## src/rtl/div_unit_pkg.sv

```systemverilog
// Shared types and constants for the iterative divider.
// Optional early-out behaviour is enabled by defining DIV_EARLY_OUT_EN.
package div_unit_pkg;

  localparam int unsigned REG_W  = 32;
  localparam int unsigned DREG_W = 64;

  localparam logic [REG_W-1:0] ZERO_WORD = 32'h0000_0000;

  localparam logic DIV_START            = 1'b1;
  localparam logic DIV_STOP             = 1'b0;
  localparam logic DIV_RESULT_READY     = 1'b1;
  localparam logic DIV_RESULT_NOT_READY = 1'b0;

  typedef enum logic [1:0] {
    ST_IDLE    = 2'd0,
    ST_BY_ZERO = 2'd1,
    ST_ON      = 2'd2,
    ST_END     = 2'd3
  } div_state_e;

  function automatic logic [REG_W-1:0] neg_word(input logic [REG_W-1:0] v);
    return (~v) + 32'd1;
  endfunction

  // Magnitude of an operand: two's-complement negated only when signed and negative.
  function automatic logic [REG_W-1:0] magnitude(input logic [REG_W-1:0] v,
                                                 input logic            is_signed);
    return (is_signed && v[REG_W-1]) ? neg_word(v) : v;
  endfunction

endpackage

```

## src/rtl/div_unit_if.sv

```systemverilog
// Request/response bundle between the execute stage (master) and the divider (slave).
interface div_unit_if;
  import div_unit_pkg::*;

  logic              signed_div_i;
  logic [REG_W-1:0]  opdata1_i;
  logic [REG_W-1:0]  opdata2_i;
  logic              start_i;
  logic [DREG_W-1:0] result_o;
  logic              ready_o;

  modport master (
    output signed_div_i, opdata1_i, opdata2_i, start_i,
    input  result_o, ready_o
  );

  modport slave (
    input  signed_div_i, opdata1_i, opdata2_i, start_i,
    output result_o, ready_o
  );
endinterface

```

## src/rtl/div_unit.sv

```systemverilog
// 32-bit restoring divider, one quotient bit per cycle, result {remainder, quotient}.
// Define DIV_EARLY_OUT_EN to finish immediately when |dividend| < |divisor|.
module div_unit
  import div_unit_pkg::*;
(
  input  logic       clk,
  input  logic       rst,
  div_unit_if.slave  bus
);

  div_state_e         state_q, state_d;
  logic [5:0]         cnt_q, cnt_d;
  logic [REG_W-1:0]   rem_q, rem_d;
  logic [REG_W-1:0]   quo_q, quo_d;
  logic [REG_W-1:0]   dsr_q, dsr_d;
  logic [REG_W-1:0]   op1_q, op1_d;
  logic               neg_quo_q, neg_quo_d;
  logic               neg_rem_q, neg_rem_d;
  logic [DREG_W-1:0]  result_q, result_d;
  logic               ready_q, ready_d;

  logic [REG_W-1:0]   mag1, mag2;
  logic               is_zero_div, is_ovf, is_early;
  logic [REG_W:0]     trial;
  logic [REG_W-1:0]   rem_nx, quo_nx;
  logic [REG_W-1:0]   quo_fix, rem_fix;

  always_comb begin
    mag1        = magnitude(bus.opdata1_i, bus.signed_div_i);
    mag2        = magnitude(bus.opdata2_i, bus.signed_div_i);
    is_zero_div = (bus.opdata2_i == ZERO_WORD);
    is_ovf      = bus.signed_div_i && (bus.opdata1_i == 32'h8000_0000) &&
                  (bus.opdata2_i == 32'hFFFF_FFFF);
`ifdef DIV_EARLY_OUT_EN
    is_early    = !is_zero_div && (mag1 < mag2);
`else
    is_early    = 1'b0;
`endif
  end

  // quo_q doubles as the dividend shift register: its MSB feeds the partial remainder.
  always_comb begin
    trial = {rem_q, quo_q[REG_W-1]} - {1'b0, dsr_q};
    if (!trial[REG_W]) begin
      rem_nx = trial[REG_W-1:0];
      quo_nx = {quo_q[REG_W-2:0], 1'b1};
    end else begin
      rem_nx = {rem_q[REG_W-2:0], quo_q[REG_W-1]};
      quo_nx = {quo_q[REG_W-2:0], 1'b0};
    end
    quo_fix = neg_quo_q ? neg_word(quo_nx) : quo_nx;
    rem_fix = neg_rem_q ? neg_word(rem_nx) : rem_nx;
  end

  always_ff @(posedge clk) begin
    if (rst) begin
      state_q   <= ST_IDLE;
      cnt_q     <= 6'd0;
      rem_q     <= ZERO_WORD;
      quo_q     <= ZERO_WORD;
      dsr_q     <= ZERO_WORD;
      op1_q     <= ZERO_WORD;
      neg_quo_q <= 1'b0;
      neg_rem_q <= 1'b0;
      result_q  <= 64'h0;
      ready_q   <= DIV_RESULT_NOT_READY;
    end else begin
      state_q   <= state_d;
      cnt_q     <= cnt_d;
      rem_q     <= rem_d;
      quo_q     <= quo_d;
      dsr_q     <= dsr_d;
      op1_q     <= op1_d;
      neg_quo_q <= neg_quo_d;
      neg_rem_q <= neg_rem_d;
      result_q  <= result_d;
      ready_q   <= ready_d;
    end
  end

  always_comb begin
    state_d = state_q;
    case (state_q)
      ST_IDLE: begin
        if (bus.start_i == DIV_START) begin
          if (is_zero_div) begin
            state_d = ST_BY_ZERO;
          end else if (is_ovf || is_early) begin
            state_d = ST_END;
          end else begin
            state_d = ST_ON;
          end
        end else begin
          state_d = ST_IDLE;
        end
      end
      ST_BY_ZERO: begin
        state_d = (bus.start_i == DIV_STOP) ? ST_IDLE : ST_END;
      end
      ST_ON: begin
        if (bus.start_i == DIV_STOP) begin
          state_d = ST_IDLE;
        end else if (cnt_q == 6'd31) begin
          state_d = ST_END;
        end else begin
          state_d = ST_ON;
        end
      end
      ST_END: begin
        state_d = (bus.start_i == DIV_STOP) ? ST_IDLE : ST_END;
      end
      default: begin
        state_d = ST_IDLE;
      end
    endcase
  end

  // Outputs are computed for the state being entered so they register alongside it.
  always_comb begin
    cnt_d     = cnt_q;
    rem_d     = rem_q;
    quo_d     = quo_q;
    dsr_d     = dsr_q;
    op1_d     = op1_q;
    neg_quo_d = neg_quo_q;
    neg_rem_d = neg_rem_q;
    result_d  = 64'h0;
    ready_d   = DIV_RESULT_NOT_READY;
    case (state_q)
      ST_IDLE: begin
        cnt_d = 6'd0;
        if (bus.start_i == DIV_START) begin
          op1_d     = bus.opdata1_i;
          quo_d     = mag1;
          dsr_d     = mag2;
          rem_d     = ZERO_WORD;
          neg_quo_d = bus.signed_div_i && (bus.opdata1_i[REG_W-1] ^ bus.opdata2_i[REG_W-1]);
          neg_rem_d = bus.signed_div_i && bus.opdata1_i[REG_W-1];
          if (state_d == ST_END) begin
            ready_d  = DIV_RESULT_READY;
            result_d = is_ovf ? {ZERO_WORD, 32'h8000_0000} : {bus.opdata1_i, ZERO_WORD};
          end else begin
            ready_d  = DIV_RESULT_NOT_READY;
          end
        end else begin
          op1_d = op1_q;
        end
      end
      ST_BY_ZERO: begin
        if (state_d == ST_END) begin
          ready_d  = DIV_RESULT_READY;
          result_d = {op1_q, 32'hFFFF_FFFF};
        end else begin
          ready_d  = DIV_RESULT_NOT_READY;
        end
      end
      ST_ON: begin
        rem_d = rem_nx;
        quo_d = quo_nx;
        if (state_d == ST_END) begin
          cnt_d    = 6'd0;
          ready_d  = DIV_RESULT_READY;
          result_d = {rem_fix, quo_fix};
        end else if (state_d == ST_IDLE) begin
          cnt_d = 6'd0;
        end else begin
          cnt_d = cnt_q + 6'd1;
        end
      end
      ST_END: begin
        if (state_d == ST_END) begin
          ready_d  = DIV_RESULT_READY;
          result_d = result_q;
        end else begin
          ready_d  = DIV_RESULT_NOT_READY;
        end
      end
      default: begin
        cnt_d = 6'd0;
      end
    endcase
  end

  assign bus.result_o = result_q;
  assign bus.ready_o  = ready_q;

endmodule

```

## src/flat_wrapper.sv

```systemverilog
// flat-port wrapper written by rule: the top's interface ports become plain ports
module div_unit_flat import div_unit_pkg::*;
  (clk, rst, bus_signed_div_i, bus_opdata1_i, bus_opdata2_i, bus_start_i, bus_result_o, bus_ready_o);
  div_unit_if bus_i ();
  input  logic clk;
  input  logic rst;
  input wire logic [$bits(bus_i.signed_div_i)-1:0] bus_signed_div_i;
  input wire logic [$bits(bus_i.opdata1_i)-1:0] bus_opdata1_i;
  input wire logic [$bits(bus_i.opdata2_i)-1:0] bus_opdata2_i;
  input wire logic [$bits(bus_i.start_i)-1:0] bus_start_i;
  output wire logic [$bits(bus_i.result_o)-1:0] bus_result_o;
  output wire logic [$bits(bus_i.ready_o)-1:0] bus_ready_o;
  assign bus_i.signed_div_i = bus_signed_div_i;
  assign bus_i.opdata1_i = bus_opdata1_i;
  assign bus_i.opdata2_i = bus_opdata2_i;
  assign bus_i.start_i = bus_start_i;
  assign bus_result_o = bus_i.result_o;
  assign bus_ready_o = bus_i.ready_o;
  div_unit u_core (.clk(clk), .rst(rst), .bus(bus_i));
endmodule
```

## config.mk

```make
export PLATFORM = sky130hd
export DESIGN_NAME = div_unit_flat
export DESIGN_NICKNAME = d
export VERILOG_FILES = /design/src/rtl/div_unit_pkg.sv /design/src/rtl/div_unit_if.sv /design/src/rtl/div_unit.sv /design/src/flat_wrapper.sv
export SDC_FILE = /design/constraint.sdc
export NUM_CORES = 1
export LEC_CHECK = 0
export BUFFER_PORTS_ARGS = -buffer_cell sky130_fd_sc_hd__buf_2
export CORE_ASPECT_RATIO = 0.5
export CORE_MARGIN = 3
export CORE_UTILIZATION = 46
export CTS_CLUSTER_SIZE = 14
export DETAILED_ROUTE_END_ITERATION = 10
export GPL_ROUTABILITY_DRIVEN = 0
export GPL_TIMING_DRIVEN = 0
export SETUP_SLACK_MARGIN = 0.5
export SLEW_MARGIN = 20
export SYNTH_ARGS = -nofsm -noshare
export SYNTH_HDL_FRONTEND = slang
export SYNTH_SLANG_ARGS = --single-unit
export TNS_END_PERCENT = 5
```

## constraint.sdc

```tcl
create_clock -name clk -period 4.46 [get_ports clk]
set_input_delay 0.446 -clock clk [delete_from_list [all_inputs] [get_ports clk]]
set_output_delay 0.446 -clock clk [all_outputs]
set_load 0.005 [all_outputs]
```

==> out/metrics.cfg, run 1 <==
[clock_network]
clkTransAtPathRegs_ns = 0.07
cts-htree-levels = 1
cts_root_buf = clkbuf_16
insertion_delay_ns = 0.53
cts_tree = yes
cts_num_sinks = 203
clockBufferDepth = 3
numCtsBuffers = 21

[yosys]
yosysUniqueCellTypes = 85
synth-seq-area-share_pct = 30.99
synth_flop_cell = dfxtp_1
yosys_warnings = 0
synth_edf_count = 0
syn-cell-area_um2 = 13120
syn-num-nets = 1820
synthArstFlopShare_pct = 0
ys_ff_latch = 203
syn_inst = 1714
avgSynthCellArea_um2 = 7.652

[detailed_routing]
routedWlPerCell_um = 22.16
drtAntennaViolNets = 0
drtIter0Drc = 1731
highest_layer = met5
first_pass_iters = 6
vias = 14172
drc_errors = 0
routed_wl_um = 50430
wl_met3_um = 5360
met1_length_um = 21800
wl_met2_um = 22020
viasPerCell = 6.227

[setup_path]
critPathTopFamily = simple AND/OR/NAND/NOR gates
worst_ep_required_time_ns = 4.87
cp.arrival_ns = 4.44
max_stage_delay_ns = 0.44
critPathLaunchType = flip-flop
crit_buf_inv = 4
cpMaxStageDelayCell = dfxtp_1
crit_chain = ha_1 -> clkbuf_8 -> a21o_1 -> nor2_1 -> a21o_2 -> o211ai_1 -> buf_4 -> and3_4 -> nor3_4 -> clkbuf_8 -> clkbuf_4 -> a211oi_1 -> a21oi_2 -> nand4b_1 -> o31a_1 -> or3_1
critPathMaxFanout = 10
path_common_cell = clkbuf_8
worst-setup-path-type = flip-flop to flip-flop
cp-end-kind = flip-flop

[pwr]
p_seq_share_pct = 30.9
p_per_area_nw_per_um2 = 425.5
vdd_ir_drop_max_v = 0.0003320
p_leak_uw = 0.005898
power.switching_uw = 2620
pwr-share-comb_pct = 42.4
sw_frac_of_total_pct = 40.02
p_clk_share_pct = 26.8
p_int_uw = 3926

[timing]
slew_headroom_pct = 32.79
hold_violations = 0
setup_viol = 0
fin_crit_sh_pct = 90.27
rsz0062_at_grt = true
clock.fmax_mhz = 248.4
tightest_slew_ns = 1.008
finalClockSkew_ns = 0.02284
fin_tns_setup_ns = 0
post-route-min-period_ns = 4.026
drv_slew = 0

[cells_and_area]
final_nets = 1993
area_growth_pct = 17.32
final_common_cell = dfxtp_1
layout_common_cells = dfxtp_1 (199), nand2_1 (180), nor2_1 (174)
drive_gt1_share_pct = 14.99
fillCellCount = 2674
utilization_pct = 56.52

[die]
core_area_um2 = 27220
row_count = 42
dieArea_um2 = 30700
die_h_um = 125.4
start_util_pct = 48.18
io_pins = 133
die_x_um = 244.8

[place]
portBuffers = 132
dpl.hpwl_um = 39120

[grt]
gr-total-overflow = 0
antenna_found_initial = 2
grt_use_total_pct = 31.20
grt_pass1_wl_um = 75200
grt_pass1_vias = 13139
grt_max_degree = 14

[job]
drv_cap = 0

[run_status]
outcome = finished, final reports clean

[worst_hold_path]
hold_class = primary input to flip-flop

[sequential cells by signal, indices dropped and copies added, names as in the netlist, 2 cells and up]
name and count:
u_core.bus.result_o 64, u_core.dsr_q 32, u_core.op1_q 32, u_core.quo_q 32, u_core.rem_q 32, u_core.cnt_q 6, u_core.state_q 2
[kinds of logic (layout without fill, tap and decap cells)]
kind of cell	after synthesis	after routing	synth area share [%]
AO/OA/AOI/OAI	566	566	27.75
XOR/XNOR	123	123	8.214
adder cells (fa/ha/maj)	38	38	3.682
buffers and inverters	174	361	6.144
flip-flops	203	203	30.99
multiplexers	24	24	1.917
other	0	1	0
AND/OR/NAND/NOR	586	586	21.30
[power groups by stage]
stage | clock network [uW] | registers, uW | logic (uW)
after floorplan | 0 | 2010 | 1730
after global placement | 0 | 2050 | 2380
after detailed placement | 0 | 2050 | 2410
after CTS | 1760 | 2010 | 2560
after global routing | 1840 | 2030 | 2950
final | 1750 | 2020 | 2770
[worst register-to-register path, delay by kind of cell (launching register included)]
| kind | cells | cell delay (ns) |
|---|---|---|
| AO/OA/AOI/OAI | 6 | 1.11 |
| adder cells (fa/ha/maj) | 1 | 0.28 |
| buffers and inverters | 4 | 0.90 |
| AND/OR/NAND/NOR | 5 | 1.18 |
| flip-flops | 1 | 0.44 |
[cells in the mapped netlist (all sizes together) (9+ instances only)]
master  number  share of area (%)
dfxtp      203                 31
nand2      182                5.2
a21oi      177                6.8
nor2       175                5.0
clkbuf     105                4.1
o21ai       90                3.4
xnor2       80                5.3
a22oi       55                3.1
inv         55                1.6
xor2        43                2.9
nor3        42                1.6
a31oi       40                1.9
ha          37                3.5
a211oi      35                2.0
nand3       35                1.4
o22ai       24                1.1
a21o        23                1.3
or3         23                1.2
a221oi      21                1.5
o31ai       21                1.2
nand4       20               0.95
nor4        20               0.95
mux2i       18                1.4
or4         16               0.95
and3        13               0.63
buf         13               0.44
o211ai      12               0.73
o41ai       12               0.86
and2        11               0.55
nor3b        9               0.52
[metrics by stage]
stage | std cells | power, uW | setup slack (ns) | hold slack [ns] | area (um2)
finish | 2276 | 6546 | 0.4340 | 0.2031 | 15390
global route | 2275 | 6817 | 0.2537 | 0.2038 | 15380
CTS | 2267 | 6336 | 0.4250 | 0.1932 | 15130
detailed placement | 2220 | 4462 | -0.6128 | 0.4542 | 14240
global placement | 2220 | 4428 | -0.5774 | 0.4423 | 14240
floorplan | 1714 | 3743 | 0.5255 | 0.4360 | 13120
[what timing repair did]
action	CTS	global route
pin swaps	7	16
hold buffers	0	0
gates resized for setup	41	57
setup buffers	10	8
setup endpoints to repair	89	70
[worst paths after layout]
path,from,to,slack [ns],cells past startpoint
max,u_core.rem_q[6]$_SDFFE_PP0P_,u_core.bus.result_o[63]$_SDFFE_PP0P_,0.43,16
min,bus_opdata1_i[20],u_core.op1_q[20]$_SDFFE_PP0P_,0.20,3
max reg2reg,u_core.rem_q[6]$_SDFFE_PP0P_,u_core.bus.result_o[63]$_SDFFE_PP0P_,0.43,16
min reg2reg,u_core.op1_q[30]$_SDFFE_PP0P_,u_core.op1_q[30]$_SDFFE_PP0P_,0.47,2
[routing by layer]
metal  vias to the layer above  track usage [%]
met5                         -                0
met4                         2            6.655
met3                       105            6.611
met2                       766            50.12
met1                      6684            43.25
li1                       6615                -
[area by class of cell]
class / instances / area [um2] / area share [%]
diodes: 1 / 2.502 / 0.01626
clock buffers: 34 / 604.3 / 3.928
inverters: 56 / 215.2 / 1.399
plain buffers: 118 / 661.9 / 4.302
multi-input cells: 1337 / 8523 / 55.40
clock inverters: 3 / 43.79 / 0.2846
repair buffers: 150 / 795.8 / 5.172
flip-flops and latches: 203 / 4071 / 26.46
well taps: 374 / 467.9 / 3.041
Power figures use the tool's default switching activity.
==> inputs of run 2 (changes only) <==
==> constraint.sdc (replaced) <==
create_clock -name clk -period 5.15 [get_ports clk]
set_input_delay 0.515 -clock clk [delete_from_list [all_inputs] [get_ports clk]]
set_output_delay 0.515 -clock clk [all_outputs]
set_load 0.005 [all_outputs]
==> run 2 against run 1 <==
Against the previous run:
- via count shrank 2.7%
- global-route usage decreased by 0.058 points
- maximum frequency decreased by 15%
- register-to-register slack about the same
- first-iteration DRC count shrank 10%
- routed wire length is 2.3% lower
- clock skew grew 0.0018 ns
- flip-flop and latch count unchanged
- final cell count decreased by 0.92%
- clock power fell by 19%
- critical path depth up 5
- critical endpoint is now u_core.bus.result_o[28]$_SDFFE_PP0P_
==> out/metrics.cfg, run 2 (synthesized netlist as in run 1, its figures left out) <==
[run_status]
outcome = finished, final reports clean

[clock_network]
ctsHoldBuffers = 0  ; unchanged
cts-htree-levels = 1  ; unchanged
clockBufferDepth = 3  ; unchanged
insertion_delay_ns = 0.53  ; about the same
cts_root_buf = clkbuf_16
numCtsBuffers = 20  ; -4.8%
clkTransAtPathRegs_ns = 0.07  ; about the same
cts_num_sinks = 203  ; unchanged
cts_tree = yes

[cells_and_area]
multi_input_area_um2 = 8257  ; -3.1%
final_common_cell = dfxtp_1
finalInstanceArea_um2 = 14880  ; -3.3%
fillCellCount = 2704  ; +1.1%
area_growth_pct = 13.47
seqCellArea_um2 = 4065  ; -0.15%
layout_common_cells = dfxtp_1 (202), nand2_1 (181), a21oi_1 (177)
stdcell_count = 2255  ; -0.92%
final_nets = 1975  ; -0.90%
drive_gt1_share_pct = 11.60  ; -3.4 points
largest_register_ffs = 64  ; unchanged

[setup_path]
critPathLaunchType = flip-flop
worst-setup-path-type = flip-flop to flip-flop
critPathMaxFanout = 10  ; unchanged
cp-end-kind = flip-flop
cp.arrival_ns = 5.18  ; +0.74 ns
worst_ep_required_time_ns = 5.61  ; +0.74 ns

[die]
core_area_um2 = 27220  ; unchanged
die_x_um = 244.8  ; unchanged
start_util_pct = 48.18  ; unchanged
die_h_um = 125.4  ; unchanged
row_count = 42  ; unchanged
dieArea_um2 = 30700  ; unchanged
io_pins = 133  ; unchanged

[grt]
antenna_found_initial = 0  ; -2
grt_pass1_wl_um = 75110  ; -0.12%
grt_pass1_vias = 13039  ; -0.76%
gr-total-overflow = 0  ; unchanged
grt_use_total_pct = 31.14  ; -0.058 points
grt_max_degree = 15  ; +1

[timing]
hold_violations = 0  ; unchanged
clock.fmax_mhz = 212.0  ; -15%
setup_viol = 0  ; unchanged
holdWs_ns = 0.2660  ; +0.06291 ns
finalClockSkew_ns = 0.02467  ; +0.001829 ns
fin_tns_setup_ns = 0  ; unchanged
drv_slew = 0  ; unchanged
slew_headroom_pct = 30.99  ; -1.8 points
fin_crit_sh_pct = 91.57  ; +1.3 points
rsz0062_at_grt = true
tightest_slew_ns = 1.035  ; +0.02697 ns
post-route-min-period_ns = 4.716  ; +0.6900 ns

[detailed_routing]
drtIter0Drc = 1555  ; -10%
routedWlPerCell_um = 21.85  ; -1.4%
routed_wl_um = 49260  ; -2.3%
drtAntennaViolNets = 0  ; unchanged
first_pass_iters = 6  ; unchanged
viasPerCell = 6.115  ; -1.8%
drc_errors = 0  ; unchanged
vias = 13790  ; -2.7%

[pwr]
p_per_area_nw_per_um2 = 359.7  ; -15%
vdd_ir_drop_max_v = 0.0002130  ; -36%
p_leak_uw = 0.005709  ; -3.2%

[place]
portBuffers = 132  ; unchanged
dpl.hpwl_um = 39040  ; -0.19%
place_inst = 2220  ; unchanged
post_dp_cell_area_um2 = 14240  ; about the same

[job]
drv_cap = 0  ; unchanged

[worst_hold_path]
hold_class = primary input to flip-flop

## run 2: cell types whose count changed in the layout (fill, tap and decap cells not counted), moves of 4 or more
cell      delta
a21oi_1      +5
o21ai_0      +6
buf_2        +4
buf_4       -19
clkinv_2     +4
a21oi_2      -5
clkbuf_2     -7
nor4_1       +4
o21ai_1      -4
## run 2: report_power, final
group / internal, uW / switching [uW] / total, uW / leakage [uW]
clock network: 772 / 652 / 1420 / 0.000301
logic: 769 / 1420 / 2180 / 0.00375
registers: 1650 / 92.3 / 1740 / 0.00165
## run 2: final timing paths
check	start	to	slack, ns	cells past startpoint
min	bus_opdata1_i[13]	u_core.op1_q[13]$_SDFFE_PP0P_	0.27	3
max	u_core.quo_q[31]$_SDFFE_PP0P_	u_core.bus.result_o[28]$_SDFFE_PP0P_	0.43	21
min reg2reg	u_core.op1_q[12]$_SDFFE_PP0P_	u_core.op1_q[12]$_SDFFE_PP0P_	0.47	2
max reg2reg	u_core.quo_q[31]$_SDFFE_PP0P_	u_core.bus.result_o[28]$_SDFFE_PP0P_	0.43	21
## run 2: critical path: stages, from the launching register on
cell and delay [ns]:
dfxtp_2 0.41, inv_1 0.08, ha_1 0.22, fa_1 0.40, nand2b_1 0.21, a21o_1 0.19
a21o_2 0.22, o211ai_1 0.29, and3_1 0.27, o21a_1 0.17, nor2_1 0.08, clkinv_2 0.17
clkbuf_4 0.27, clkbuf_8 0.23, ha_1 0.20, nand2_1 0.12, nor3_4 0.22, nand3_1 0.15
o31ai_1 0.28, xnor2_1 0.21, nand2_1 0.10, a21oi_1 0.15
## run 2: what timing repair did
item | 4_1_cts | 5_1_grt
endpoints found under the setup margin | 22 | 25
gates resized for setup | 6 | 1
gates cloned | 0 | 0
setup buffers | 1 | 0
pin swaps | 1 | 0
## run 2: area by class of cell
class / count / share of cell area (%)
Antenna cell: 1 / 0.01682
Buffer: 118 / 4.027
Clock buffer: 27 / 3.809
Clock inverter: 6 / 0.2943
Inverter: 56 / 1.421
Multi-Input combinational cell: 1337 / 55.48
Sequential cell: 203 / 27.32
Tap cell: 374 / 3.144
Timing Repair Buffer: 133 / 4.490
## run 2: metrics by stage
step	total power [uW]	utilization (%)	setup WS (ns)
after floorplan	3241	-	1.093
after global placement	3835	52.33	-0.09744
after detailed placement	3870	52.33	-0.1464
after CTS	5298	54.66	0.5115
after global routing	5599	54.66	0.2250
final	5353	54.67	0.4341
## run 2: layer usage
metal / up-vias / track usage [%] / part of all wire (%)
li1: 6581 / - / -
met4: 0 / 8.839 / 2.8
met3: 96 / 7.060 / 10
met1: 6451 / 43.24 / 44
met5: - / 0 / 0
met2: 662 / 48.55 / 43
